$ cat config.mk
export PLATFORM = sky130hd
export DESIGN_NAME = adc_reader
export DESIGN_NICKNAME = d
export VERILOG_FILES = /design/src/rtl/adc_reader_pkg.sv /design/src/rtl/sync_2ff.sv /design/src/rtl/adc_reader.sv
export SDC_FILE = /design/constraint.sdc
export NUM_CORES = 1
export LEC_CHECK = 0
export CAP_MARGIN = 20
export CORE_MARGIN = 2
export CORE_UTILIZATION = 25
export CTS_CLUSTER_DIAMETER = 40
export DETAILED_ROUTE_END_ITERATION = 10
export GPL_TIMING_DRIVEN = 0
export PLACE_DENSITY_LB_ADDON = 0.25
export SETUP_SLACK_MARGIN = 0.05
export SLEW_MARGIN = 20
export SYNTH_ARGS = -nofsm -noshare
export SYNTH_HDL_FRONTEND = slang
export SYNTH_SLANG_ARGS = --single-unit
$ cat constraint.sdc
create_clock -name clk_i -period 2.9 [get_ports clk_i]
set_input_delay 0.725 -clock clk_i [delete_from_list [all_inputs] [get_ports clk_i]]
set_output_delay 0.725 -clock clk_i [all_outputs]
set_load 0.02 [all_outputs]
$ cat src/rtl/adc_reader_pkg.sv
// Shared types and constants for the periodic SPI ADC read-out master.
package adc_reader_pkg;

    localparam int unsigned FRAME_BITS = 16;

    typedef enum logic [2:0] {
        IDLE,
        SETUP,
        LOW,
        HIGH,
        HOLD,
        DONE
    } state_e;

    // Frame length in clk cycles, from the first SETUP cycle to DONE.
    function automatic int unsigned frame_len(input int unsigned clk_div);
        return 34 * clk_div;
    endfunction

endpackage

$ cat src/rtl/sync_2ff.sv
// Generic two-flop synchronizer for a single asynchronous bit.
module sync_2ff (
    input  logic clk_i,
    input  logic rst_ni,
    input  logic d_i,
    output logic q_o
);

    logic [1:0] sync_q;

    always_ff @(posedge clk_i or negedge rst_ni) begin
        if (!rst_ni) begin
            sync_q <= '0;
        end else begin
            sync_q <= {sync_q[0], d_i};
        end
    end

    assign q_o = sync_q[1];

endmodule

$ cat src/rtl/adc_reader.sv
// Periodic SPI master reading a 16-bit CPOL=1 frame from a serial ADC on each timer tick.
module adc_reader
    import adc_reader_pkg::*;
#(
    parameter int unsigned CLK_DIV       = 4,
    parameter int unsigned SAMPLE_PERIOD = 1200,
    parameter int unsigned ADC_BITS      = 12
) (
    input  logic        clk_i,
    input  logic        reset_ni,
    input  logic        enable_i,
    input  logic        miso_i,
    output logic        cs_no,
    output logic        sclk_o,
    output logic [15:0] data_o,
    output logic        data_rdy_o,
    output logic        frame_err_o
);

    localparam int unsigned TW = $clog2(SAMPLE_PERIOD);
    localparam int unsigned PW = $clog2(CLK_DIV);
    localparam logic [FRAME_BITS-1:0] DATA_MASK = FRAME_BITS'((33'd1 << ADC_BITS) - 33'd1);

    state_e                state_q, state_d;
    logic [TW-1:0]         timer_q;
    logic [PW-1:0]         phase_q;
    logic [4:0]            bitcnt_q;
    logic [FRAME_BITS-1:0] shreg_q;
    logic [15:0]           data_q;
    logic                  cs_q, sclk_q, rdy_q, err_q;
    logic                  cs_d, sclk_d, rdy_d, err_d;
    logic                  miso_s, tick, phase_last, sample;

    sync_2ff u_miso_sync (
        .clk_i  (clk_i),
        .rst_ni (reset_ni),
        .d_i    (miso_i),
        .q_o    (miso_s)
    );

    assign tick       = (timer_q == TW'(SAMPLE_PERIOD - 1));
    assign phase_last = (phase_q == PW'(CLK_DIV - 1));
    assign sample     = (state_q == HIGH) && phase_last;

    always_ff @(posedge clk_i or negedge reset_ni) begin
        if (!reset_ni) begin
            timer_q <= '0;
        end else if (tick) begin
            timer_q <= '0;
        end else begin
            timer_q <= timer_q + TW'(1);
        end
    end

    always_ff @(posedge clk_i or negedge reset_ni) begin
        if (!reset_ni) begin
            phase_q  <= '0;
            bitcnt_q <= '0;
            shreg_q  <= '0;
        end else begin
            if (state_q == IDLE || state_q == DONE || phase_last) begin
                phase_q <= '0;
            end else begin
                phase_q <= phase_q + PW'(1);
            end
            if (state_q == IDLE) begin
                bitcnt_q <= '0;
            end else if (sample) begin
                bitcnt_q <= bitcnt_q + 5'(1);
                shreg_q  <= {shreg_q[FRAME_BITS-2:0], miso_s};
            end
        end
    end

    always_ff @(posedge clk_i or negedge reset_ni) begin
        if (!reset_ni) begin
            state_q <= IDLE;
        end else begin
            state_q <= state_d;
        end
    end

    always_comb begin
        state_d = state_q;
        unique case (state_q)
            IDLE:    if (tick && enable_i) state_d = SETUP;
            SETUP:   if (phase_last) state_d = LOW;
            LOW:     if (phase_last) state_d = HIGH;
            HIGH:    if (phase_last) state_d = (bitcnt_q == 5'(FRAME_BITS - 1)) ? HOLD : LOW;
            HOLD:    if (phase_last) state_d = DONE;
            DONE:    state_d = IDLE;
            default: state_d = IDLE;
        endcase
    end

    // Outputs decode the next state and are registered, so pins change with the state and never glitch.
    always_comb begin
        cs_d   = (state_d == IDLE) || (state_d == DONE);
        sclk_d = (state_d != LOW);
        rdy_d  = (state_d == DONE);
        err_d  = rdy_d && ((shreg_q & ~DATA_MASK) != '0);
    end

    always_ff @(posedge clk_i or negedge reset_ni) begin
        if (!reset_ni) begin
            cs_q   <= 1'b1;
            sclk_q <= 1'b1;
            rdy_q  <= 1'b0;
            err_q  <= 1'b0;
            data_q <= '0;
        end else begin
            cs_q   <= cs_d;
            sclk_q <= sclk_d;
            rdy_q  <= rdy_d;
            err_q  <= err_d;
            if (rdy_d) begin
                data_q <= shreg_q & DATA_MASK;
            end
        end
    end

    assign cs_no       = cs_q;
    assign sclk_o      = sclk_q;
    assign data_o      = data_q;
    assign data_rdy_o  = rdy_q;
    assign frame_err_o = err_q;

endmodule

== After elaboration in Yosys (flattened, before gate mapping) ==
Cells that the tools add are included.

* Register bits after elaboration: 55
* Logic and storage cells: 47
* Output and inout bits: 20
* Input bits: 4

* Muxes and demuxes: 11
* Equal/unequal tests: 10
* Bitwise logic cells: 1
* Add/sub/neg operators: 3
* Reductions and logical operators: 11

{| class="wikitable"
|+ Operators with widths
! kind !! number
|-
| 2-to-1 mux 3 bit || 6
|-
| nonzero test 16 bit || 1
|-
| one-hot mux 3 bit (5 select lines) || 1
|-
| adder 11 x 1 -> 11 bit (second input constant) || 1
|-
| == test 11 bit (second input constant) || 1
|-
| 2-to-1 mux 11 bit || 1
|-
| 2-to-1 mux 5 bit || 2
|-
| == test 3 bit (second input constant) || 3
|-
| == test 3 x 2 -> 1 bit (second input constant) || 2
|-
| logical NOT 3 bit || 2
|-
| adder 5 x 1 -> 5 bit (second input constant) || 1
|-
| == test 5 x 4 -> 1 bit (second input constant) || 1
|-
| == test 3 x 1 -> 1 bit (second input constant) || 1
|-
| logical AND 1 bit || 3
|-
| logical OR 1 bit || 3
|-
| inequality test 3 x 2 -> 1 bit (second input constant) || 1
|-
| adder 2 x 1 -> 2 bit (second input constant) || 1
|-
| == test 2 bit (second input constant) || 1
|-
| 2-to-1 mux 2 bit || 1
|-
| AND reduction 2 bit || 1
|-
| nonzero test 2 bit || 1
|-
| NOT 1 bit || 1
|}

== Longest topological paths before layout ==
* Depth after elaboration: 6
* Gate-level depth with buffers: 7

== Hierarchy ==
Synthesis repeated with hierarchy kept, for this count alone.

* Cell total of the unflattened synthesis: 215
* Area total of the unflattened synthesis: 2,344.7 µm²

{| class="wikitable"
|+ By module, submodules not included
! module !! cells each !! instances !! area an instance (µm²) !! sequential area each (µm²)
|-
| adc_reader || 213 || 1 || 2,294.7 || 1,328.8
|-
| sync_2ff || 2 || 1 || 50.0 || 50.0
|}

== Worst setup path after synthesis ==
No wires, ideal clock.

* Path type: reg-to-reg
* Start: register phase_q[0]
* End: register shreg_q[10]
* Cell stages (with the launch flop): 8
* Data required time: 2.775 ns
* Path slack: 1.240 ns
* Arrival time: 1.535 ns
* Buffers on the path: 3
* Period minus slack after synthesis: 1.660 ns
* Cells stage by stage: dfrtp_1 > ha_1 > clkbuf_8 > and2_1 > nand2b_1 > buf_6 > buf_6 > mux2_2

* Word-level cells in the longest chain between the ends: 3

{| class="wikitable"
|+ Ends and longest elaborated chain
! what !! RTL line !! RTL
|-
| from (decl) || adc_reader.sv:26 || <nowiki>logic [PW-1:0] phase_q;</nowiki>
|-
| from (signal assigned) || adc_reader.sv:64 || <nowiki>phase_q <= phase_q + PW'(1);</nowiki>
|-
| == test 2 bit || adc_reader.sv:42 || <nowiki>assign phase_last = (phase_q == PW'(CLK_DIV - 1));</nowiki>
|-
| logical AND 1 bit || adc_reader.sv:43 || <nowiki>assign sample = (state_q == HIGH) && phase_last;</nowiki>
|-
| AND reduction 2 bit (no line) || n/a ||
|-
| to (signal assigned) || adc_reader.sv:70 || <nowiki>shreg_q <= {shreg_q[FRAME_BITS-2:0], miso_s};</nowiki>
|-
| to (decl) || adc_reader.sv:28 || <nowiki>logic [FRAME_BITS-1:0] shreg_q;</nowiki>
|}

Every way passes these cells.
A chain may end at the register's enable or synchronous reset.

== Worst setup path in the final report ==
* Start: register sclk_q, in the netlist sclk_o
* End: output port sclk_o

{| class="wikitable"
|+ RTL lines
! what !! RTL line !! RTL
|-
| from (decl) || adc_reader.sv:30 || <nowiki>logic cs_q, sclk_q, rdy_q, err_q;</nowiki>
|-
| from (signal assigned) || adc_reader.sv:113 || <nowiki>sclk_q <= sclk_d;</nowiki>
|-
| to (decl) || adc_reader.sv:14 || <nowiki>output logic sclk_o,</nowiki>
|}

No word-level cell between the ends.

==> flow_summary.yaml <==
placement:
  hpwl_um: 2666
  portBuffers: 19
  dpl.cell_count: 345
  placed_area_sq_um: 2879
  place.gp.congestion: 0.6871
  pre_cts_ws_ps: 935.8
power:
  p_leak_nw: 1.373
  internal_power_mw: 0.9967
  swShare: 0.2081
  finalPower_mw: 1.259
  clockPowerShare: 0.364
  seqPwrFrac: 0.610
  p_sw_mw: 0.2618
  ir_worst_vdd_mv: 0.2015
  p_per_area_nw_per_um2: 421.9
  power_frac_comb: 0.026
setup_path:
  crit_family: "buffers and inverters"
  crit_fanout: 1
  startpoint_type: "flip-flop"
  r2r_slack_ps: 1110
  regToRegEndpoint: "shreg_q[8]"
  worst-path-stages: 1
  cp.arrival_ps: 1420
  critical-path-max-stage-delay_ps: 590
  cp-endpoint: "sclk_o"
  worstPathRequired_ps: 2170
  cp-end-kind: "output pin"
  cp_num_buf_inv: 1
  criticalPathCategory: "flip-flop to output pin"
  startpoint: "sclk_o"
  path_cells: "clkdlybuf4s50_1"
  slowest_stage: "clkdlybuf4s50_1"
  rr_startpoint: "phase_q[0]"
  reg2reg_depth: 7
global_routing:
  grt_max_degree: 56
  grt_pass1_wl_um: 7155
  grt_pass1_vias: 1449
  grt_use_total: 0.08026
  grt-ovfl-total: 0
  antenna_found_initial: 0
synth:
  synth.top_cell.area_share: 0.5335
  avgSynthCellArea_sq_um: 13.15
  yosys.area.top_type: "dfrtp_1"
  synth-async-reset-ratio: 1.000
  yosysWarningCount: 0
  ys_ff_latch: 55
  synth-seq-area-share: 0.5546
  synth_flop_cell: "dfrtp_1"
  synth_enable_flop_cells: 0
  netlist_top_cells_area: "dfrtp_1 (53%), mux2_2 (9.5%), mux2_4 (4.2%)"
  synth_cells: 189
  synth_area_sq_um: 2486
  synth_cell_types: 44
sta:
  rsz0062_at_grt: "no"
  max_freq_mhz: 465.3
  slew_violations: 0
  setup-tns-final_ps: 0
  hold_slack_ps: 354.8
  setup_ws_ps: 751.0
  min_period_over_period: 0.7410
  fin_crit_ps: 2149
  final.setup_skew_ps: 10.20
  setup_viol: 0
  hold_violations: 0
final_layout:
  drive_above_1_share: 0.2864
  fillers: 1039
  stdcell_area_sq_um: 2983
  syn_to_final_growth_pct: 19.98
  antennaDiodeCount: 0
  final_util: 0.3066
  final_cell_count_no_fill: 353
  final_common_cell: "dfrtp_1"
  mostFrequentLayoutCells: "dfrtp_1 (53), mux2_2 (21), clkdlybuf4s50_1 (18), nand2_1 (9), clkbuf_8 (8)"
  final_nets: 227
cts:
  ctsLongestPathBuffers: 2
  clk_pin_slew_ps: 100
  h-tree-depth: 2
  tritoncts: "built"
  cts-root-buf: "clkbuf_8"
  ctsResizeCount: 0
  ctsHoldBuffers: 0
  numCtsBuffers: 5
  cts_sinks: 55
  postCtsSetupRepairBufs: 0
  clk_latency_ps: 300
detailed_routing:
  routed_via_density: 4.023
  routed-via-count: 1420
  drt-wirelength-per-cell_um: 11.24
  drcViolationCount: 0
  firstDrtPassIters: 4
  drt_wl_total_um: 3968
  drt-initial-drc-count: 29
  final_antenna_net_count: 0
die:
  start_util: 0.2555
  die_y_um: 103.7
  fp.dieW_um: 103.7
  rows: 36
  core_sq_um: 9729
  io-pin-count: 24
  die-area_sq_um: 10760
run:
  cap_violations: 0
hold_path:
  min_path_type: "flip-flop to flip-flop"
  hold_start: "u_miso_sync.sync_q[0]"
outcome:
  outcome: "finished clean"
-- cell type report --
class                      count  area (sq um)  area share
tap                          133         166.4     0.05579
timing repair buffer          20         215.2     0.07215
sequential                    55          1379      0.4622
clock buffer                   7         96.34     0.03230
multi-input combinational    118         973.4      0.3263
inverter                       6         22.52    0.007550
buffer                        13         122.6     0.04111
clock inverter                 1         7.507    0.002517
-- synthesized netlist by cell type, drive strengths merged, types with 2 or more instances --
| cell | n |
|---|---|
| o22ai | 2 |
| and2 | 3 |
| nand2 | 9 |
| nor2 | 6 |
| ha | 4 |
| nor3 | 4 |
| a21o | 3 |
| clkbuf | 2 |
| nand3 | 2 |
| dfrtp | 53 |
| dfstp | 2 |
| o21bai | 2 |
| nand2b | 4 |
| and3 | 5 |
| buf | 11 |
| a22o | 5 |
| o21ai | 4 |
| mux2 | 28 |
| a31o | 2 |
| inv | 6 |
| xor2 | 6 |
| nor3b | 3 |
| nand4 | 5 |
| xnor2 | 3 |
| and2b | 2 |
| or2 | 2 |
-- kinds of logic (layout without fill, tap and decap cells) --
kind of cell               Yosys count  in the layout  share of synthesized area
DFF                                 55             55                     0.5546
AOI/OAI and AO/OA                   23             23                    0.06945
buffers and inverters               19             47                    0.05837
and+or+nand+nor                     49             49                     0.1228
other                                1              4                   0.001508
adders and majority gates            4              4                    0.02013
muxes                               29             29                     0.1414
xor gates and xnor gates             9              9                    0.03171
-- worst min-delay path by stage --
stage,depth (start not counted),endpoint
global route,0,u_miso_sync.sync_q[1]
CTS,0,u_miso_sync.sync_q[1]
floorplan,0,u_miso_sync.sync_q[1]
detailed placement,0,u_miso_sync.sync_q[1]
global placement,0,u_miso_sync.sync_q[1]
finish,0,u_miso_sync.sync_q[1]
-- power by group through the flow --
stage | registers (mW) | logic [mW] | clock network (mW)
floorplan | 0.783 | 0.00934 | 0
global placement | 0.783 | 0.0298 | 0
detailed placement | 0.783 | 0.0346 | 0
CTS | 0.768 | 0.0344 | 0.483
global route | 0.768 | 0.0370 | 0.510
finish | 0.768 | 0.0324 | 0.458
-- routing by layer --
metal	GRT usage	wire, um
met2	0.1249	1834
met1	0.1096	1962
met4	0.02027	24
met5	0	0
met3	0.02391	147
-- registers in the layout, indices dropped and copies added, names as in the netlist --
name	cells
u_miso_sync.sync_q	2
data_o	12
state_q	3
sclk_o	1
data_rdy_o	1
cs_no	1
frame_err_o	1
shreg_q	16
timer_q	11
phase_q	2
bitcnt_q	5
No activity file was read; power rests on OpenSTA's default activity.
==> RTL edit 1 (same flow settings) <==
`CLK_DIV`: 4 -> 8.
--- a/src/rtl/adc_reader.sv
+++ b/src/rtl/adc_reader.sv
@@ -2,7 +2,7 @@
 module adc_reader
     import adc_reader_pkg::*;
 #(
-    parameter int unsigned CLK_DIV       = 4,
+    parameter int unsigned CLK_DIV       = 8,
     parameter int unsigned SAMPLE_PERIOD = 1200,
     parameter int unsigned ADC_BITS      = 12
 ) (
Behaviour: no difference found for any inputs over 10 cycles, from zero or initial values and one cycle with reset_ni low; that may be too few to reach the edited logic, so the function may still have changed.
==> RTL edit 1 against the unedited design <==
Non-clock buffer count is 2 lower; total power is 0.24% lower; hold slack worse by 0.16 ns; design area is 0.13% lower; clock power is 4.6% lower; setup slack worse by 0.15 ns; global-route usage hardly changed; highest routed layer unchanged; register-to-register slack worse by 0.51 ns; clock skew is 0.0057 ns lower; sequential cell count is 1 higher; synthesized area is 0.30% higher; wire length is 1.5% higher; core utilization hardly changed; synthesized cell count is 0.53% higher.
==> RTL edit 1: results (changes against the unedited design) <==
[worst_setup_path]
critical_path.max_stage_delay_ns=0.44  ; was 0.59 ns
cpMaxStageDelayCell=sky130_fd_sc_hd__dfrtp_1  ; was sky130_fd_sc_hd__clkdlybuf4s50_1
timing.critical_path.max_delay_family=compound AO/OA/AOI/OAI gates  ; was buffers and inverters
crit_path_max_fanout=10  ; was 1
ff2ff_path_depth=8  ; was 7

[logic_synthesis]
post_synth_num_cell_types=37  ; was 44
synth-seq-area-share_pct=56.3  ; was 55.5%
multiplexer_share_of_the_synthesized_area_pct=15.0  ; was 14.1%
post_synthesis_compound_gate_area_fraction_pct=5.32  ; was 6.95%
share_of_the_synthesized_netlist_area_taken_by_xor_and_xnor_gates_pct=3.51  ; was 3.17%
syn-instance-count=190  ; was 189
yosys-top-cells-area=sky130_fd_sc_hd__dfrtp_1 (54%), sky130_fd_sc_hd__mux2_2 (10%), sky130_fd_sc_hd__mux2_4 (4.2%), sky130_fd_sc_hd__ha_1 (3.0%), sky130_fd_sc_hd__xor2_1 (2.5%)  ; was sky130_fd_sc_hd__dfrtp_1 (53%), sky130_fd_sc_hd__mux2_2 (9.5%), sky130_fd_sc_hd__mux2_4 (4.2%), sky130_fd_sc_hd__dfstp_2 (2.1%), sky130_fd_sc_hd__xor2_1 (2.1%)

[pwr]
clockPowerShare_pct=34.8  ; was 36.4%
netSwitchingPower_uw=288  ; was 262 µW

[global_routing]
gr_usage_total_pct=8.05  ; was 8.03%
groute.layer.met2.usage_pct=11.7  ; was 12.5%
grt_first_pass_wirelength_mm=7.17  ; was 7.16 mm
globalRouteMet3Util_pct=2.01  ; was 2.39%

[run_status]
outcome=complete, no violations  ; unchanged

[route]
via_count=1455  ; was 1,420
initialDrtViolationCount=63  ; was 29
met3WireLength_um=123  ; was 147 µm
detail_route.wirelength.met1_mm=2.10  ; was 1.96 mm
met2_wirelength_from_detailed_routing_mm=1.75  ; was 1.83 mm

[placed_design]
placed_cells=346  ; was 345
dp.final_hpwl_mm=2.67  ; about the same
placement_setup_slack_ns=0.405  ; was 0.936 ns

[worst_hold_path]
hp-class=primary input to asynchronous set/reset pin  ; was register to register

[final_layout]
final_layout_size_suffix_gt1_share_pct=26.7  ; was 28.6%
fillCellCount=1029  ; was 1,039
finish.net_count=230  ; was 227
final_util_pct=30.6  ; was 30.7%
finish.cell_count_without_fillers=354  ; was 353

[timing]
skew_ns=0.00447  ; was 0.0102 ns

RTL edit 1: area by class of cell:
| type | instances | share of cell area (%) |
|---|---|---|
| clock inverters | 3 | 0.798 |
| multi-input cells | 121 | 33.0 |
| well taps | 133 | 5.59 |
| flip-flops and latches | 56 | 47.1 |
| clock buffers | 5 | 2.31 |
| repair buffers | 20 | 7.22 |
| plain buffers | 11 | 3.32 |
| inverters | 5 | 0.630 |
RTL edit 1: final timing paths:
| check | startpoint | to | slack, ns |
|---|---|---|---|
| setup / recovery | bitcnt_q[0] | data_o[9] | 0.60 |
| hold / removal | reset_ni | data_o[9] | 0.19 |
| setup reg to reg | bitcnt_q[0] | data_o[9] | 0.60 |
| hold reg to reg | u_miso_sync.sync_q[0] | u_miso_sync.sync_q[1] | 0.36 |
| max in group asynchronous | reset_ni | sclk_o | 2.23 |
| min in group clk_i | u_miso_sync.sync_q[0] | u_miso_sync.sync_q[1] | 0.36 |
==> RTL edit 2 (same settings) <==
Without the edit above. Register the output `frame_err_o` once more, with the module's reset; this adds one clock of latency there. The other outputs are not delayed to match.
--- a/src/rtl/adc_reader.sv
+++ b/src/rtl/adc_reader.sv
@@ -123,7 +123,13 @@
     assign sclk_o      = sclk_q;
     assign data_o      = data_q;
     assign data_rdy_o  = rdy_q;
-    assign frame_err_o = err_q;
+    always_ff @(posedge clk_i or negedge reset_ni) begin
+        if (!reset_ni) begin
+            frame_err_o <= '0;
+        end else begin
+            frame_err_o <= err_q;
+        end
+    end
 
 endmodule
 
Formal check against the unedited RTL: no difference found for any inputs over 10 cycles, from zero or initial values and one cycle with reset_ni low; that may be too few to reach the edited logic, so the function may still have changed.
==> RTL edit 2 against the unedited design <==
Total power up 4.3%; critical path depth unchanged; largest cell class unchanged; synthesized area increased by 1.0%; global-route usage rose by 0.37 points; sequential cell count is 1 higher; combinational power about the same; count of clock-buffer cells in the layout decreased by 1; sequential power increased by 2%; setup slack got worse by 0.00098 ns; design area is 0.96% higher; wire length rose by 5.3%.
==> RTL edit 2: results (changes against the unedited design) <==
[run_status]
outcome=complete, no violations  ; unchanged

[placed_design]
dp.final_hpwl_mm=2.80  ; was 2.67 mm
placedInstanceArea_um2=2900  ; was 2880 µm²
global_placer_s_final_weighted_congestion=0.750  ; was 0.687
placed_cells=346  ; was 345

[final_layout]
largest_register_ffs=16  ; unchanged
fillCellCount=1032  ; was 1,039
finish.net_count=228  ; was 227
final_layout_size_suffix_gt1_share_pct=28.1  ; was 28.6%
multiInputGateArea_um2=973  ; unchanged

[worst_setup_path]
crit_path_max_fanout=1  ; unchanged
worstSetupStartpoint=cs_no  ; was sclk_o
r2r_end=shreg_q[12]  ; was shreg_q[8]
crit-reg2reg-launch=phase_q[0]  ; unchanged
critPathCapture=cs_no  ; was sclk_o
critical_path.max_stage_delay_ns=0.59  ; about the same

[timing]
skew_ns=0.00630  ; was 0.0102 ns
worst_hold_slack_ns=0.244  ; was 0.355 ns
clock.fmax_mhz=465  ; about the same

[pwr]
p_leak_nw=1.39  ; was 1.37 nW
combinationalPower_uw=32.5  ; was 32.4 µW
irDropWorstVdd_mv=0.279  ; was 0.202 mV
netSwitchingPower_uw=263  ; was 262 µW
power.share.sequential_pct=59.6  ; was 61.0%

[route]
routedWlPerCell_um=11.8  ; was 11.2 µm
initialDrtViolationCount=58  ; was 29
via_count=1487  ; was 1,420
routed_wl_mm=4.18  ; was 3.97 mm

[global_routing]
gr_usage_total_pct=8.40  ; was 8.03%
grt_first_pass_wirelength_mm=7.57  ; was 7.16 mm
maximum_number_of_pins_on_one_net_before_global_route_repair=48  ; was 56
vias_in_the_first_global_route=1557  ; was 1,449

[logic_synthesis]
post_synth_most_frequent_cells=sky130_fd_sc_hd__dfrtp_1 (54), sky130_fd_sc_hd__mux2_2 (21), sky130_fd_sc_hd__nand2_1 (9)  ; was sky130_fd_sc_hd__dfrtp_1 (53), sky130_fd_sc_hd__mux2_2 (21), sky130_fd_sc_hd__nand2_1 (9)
avgSynthCellArea_um2=13.2  ; about the same
yosys-top-cells-area=sky130_fd_sc_hd__dfrtp_1 (54%), sky130_fd_sc_hd__mux2_2 (9.4%), sky130_fd_sc_hd__mux2_4 (4.2%), sky130_fd_sc_hd__dfstp_2 (2.1%), sky130_fd_sc_hd__xor2_1 (2.1%)  ; was sky130_fd_sc_hd__dfrtp_1 (53%), sky130_fd_sc_hd__mux2_2 (9.5%), sky130_fd_sc_hd__mux2_4 (4.2%), sky130_fd_sc_hd__dfstp_2 (2.1%), sky130_fd_sc_hd__xor2_1 (2.1%)
synth-seq-area-share_pct=55.9  ; was 55.5%
postSynth.topFlopCell=sky130_fd_sc_hd__dfrtp_1  ; unchanged

[cts]
cts_made_buffers=5  ; unchanged
cts.root.buffer_cell=sky130_fd_sc_hd__clkbuf_8  ; unchanged
cts_setup_buffers=0  ; unchanged

[worst_hold_path]
hp-class=primary input to asynchronous set/reset pin  ; was register to register

[RTL edit 2: kinds of logic (layout without fill, tap and decap cells)]
| kind of cell | after synthesis | in the layout | share of synthesized area (%) |
|---|---|---|---|
| xor+xnor | 9 | 9 | 3.14 |
| flops | 56 | 56 | 55.9 |
| fa+ha+maj | 4 | 4 | 1.99 |
| compound gates | 23 | 23 | 6.88 |
| simple gates | 49 | 49 | 12.2 |
| buf+inv | 19 | 47 | 5.78 |
| other cells | 1 | 4 | 0.149 |
| mux | 29 | 29 | 14.0 |
[RTL edit 2: layer usage]
layer / GRT usage [%] / wire length (µm)
met1: 11.5 / 2120
met2: 13.2 / 1910
met3: 1.94 / 116
met4: 2.61 / 32
met5: 0 / 0
[RTL edit 2: area by class of cell]
cell class / count / share of cell area, %
clock inverter: 2 / 1.16
buffer: 13 / 4.07
clock buffer: 6 / 2.41
sequential: 56 / 46.6
inverter: 6 / 0.748
timing repair buffer: 20 / 7.15
multi-input combinational: 118 / 32.3
tap: 133 / 5.53
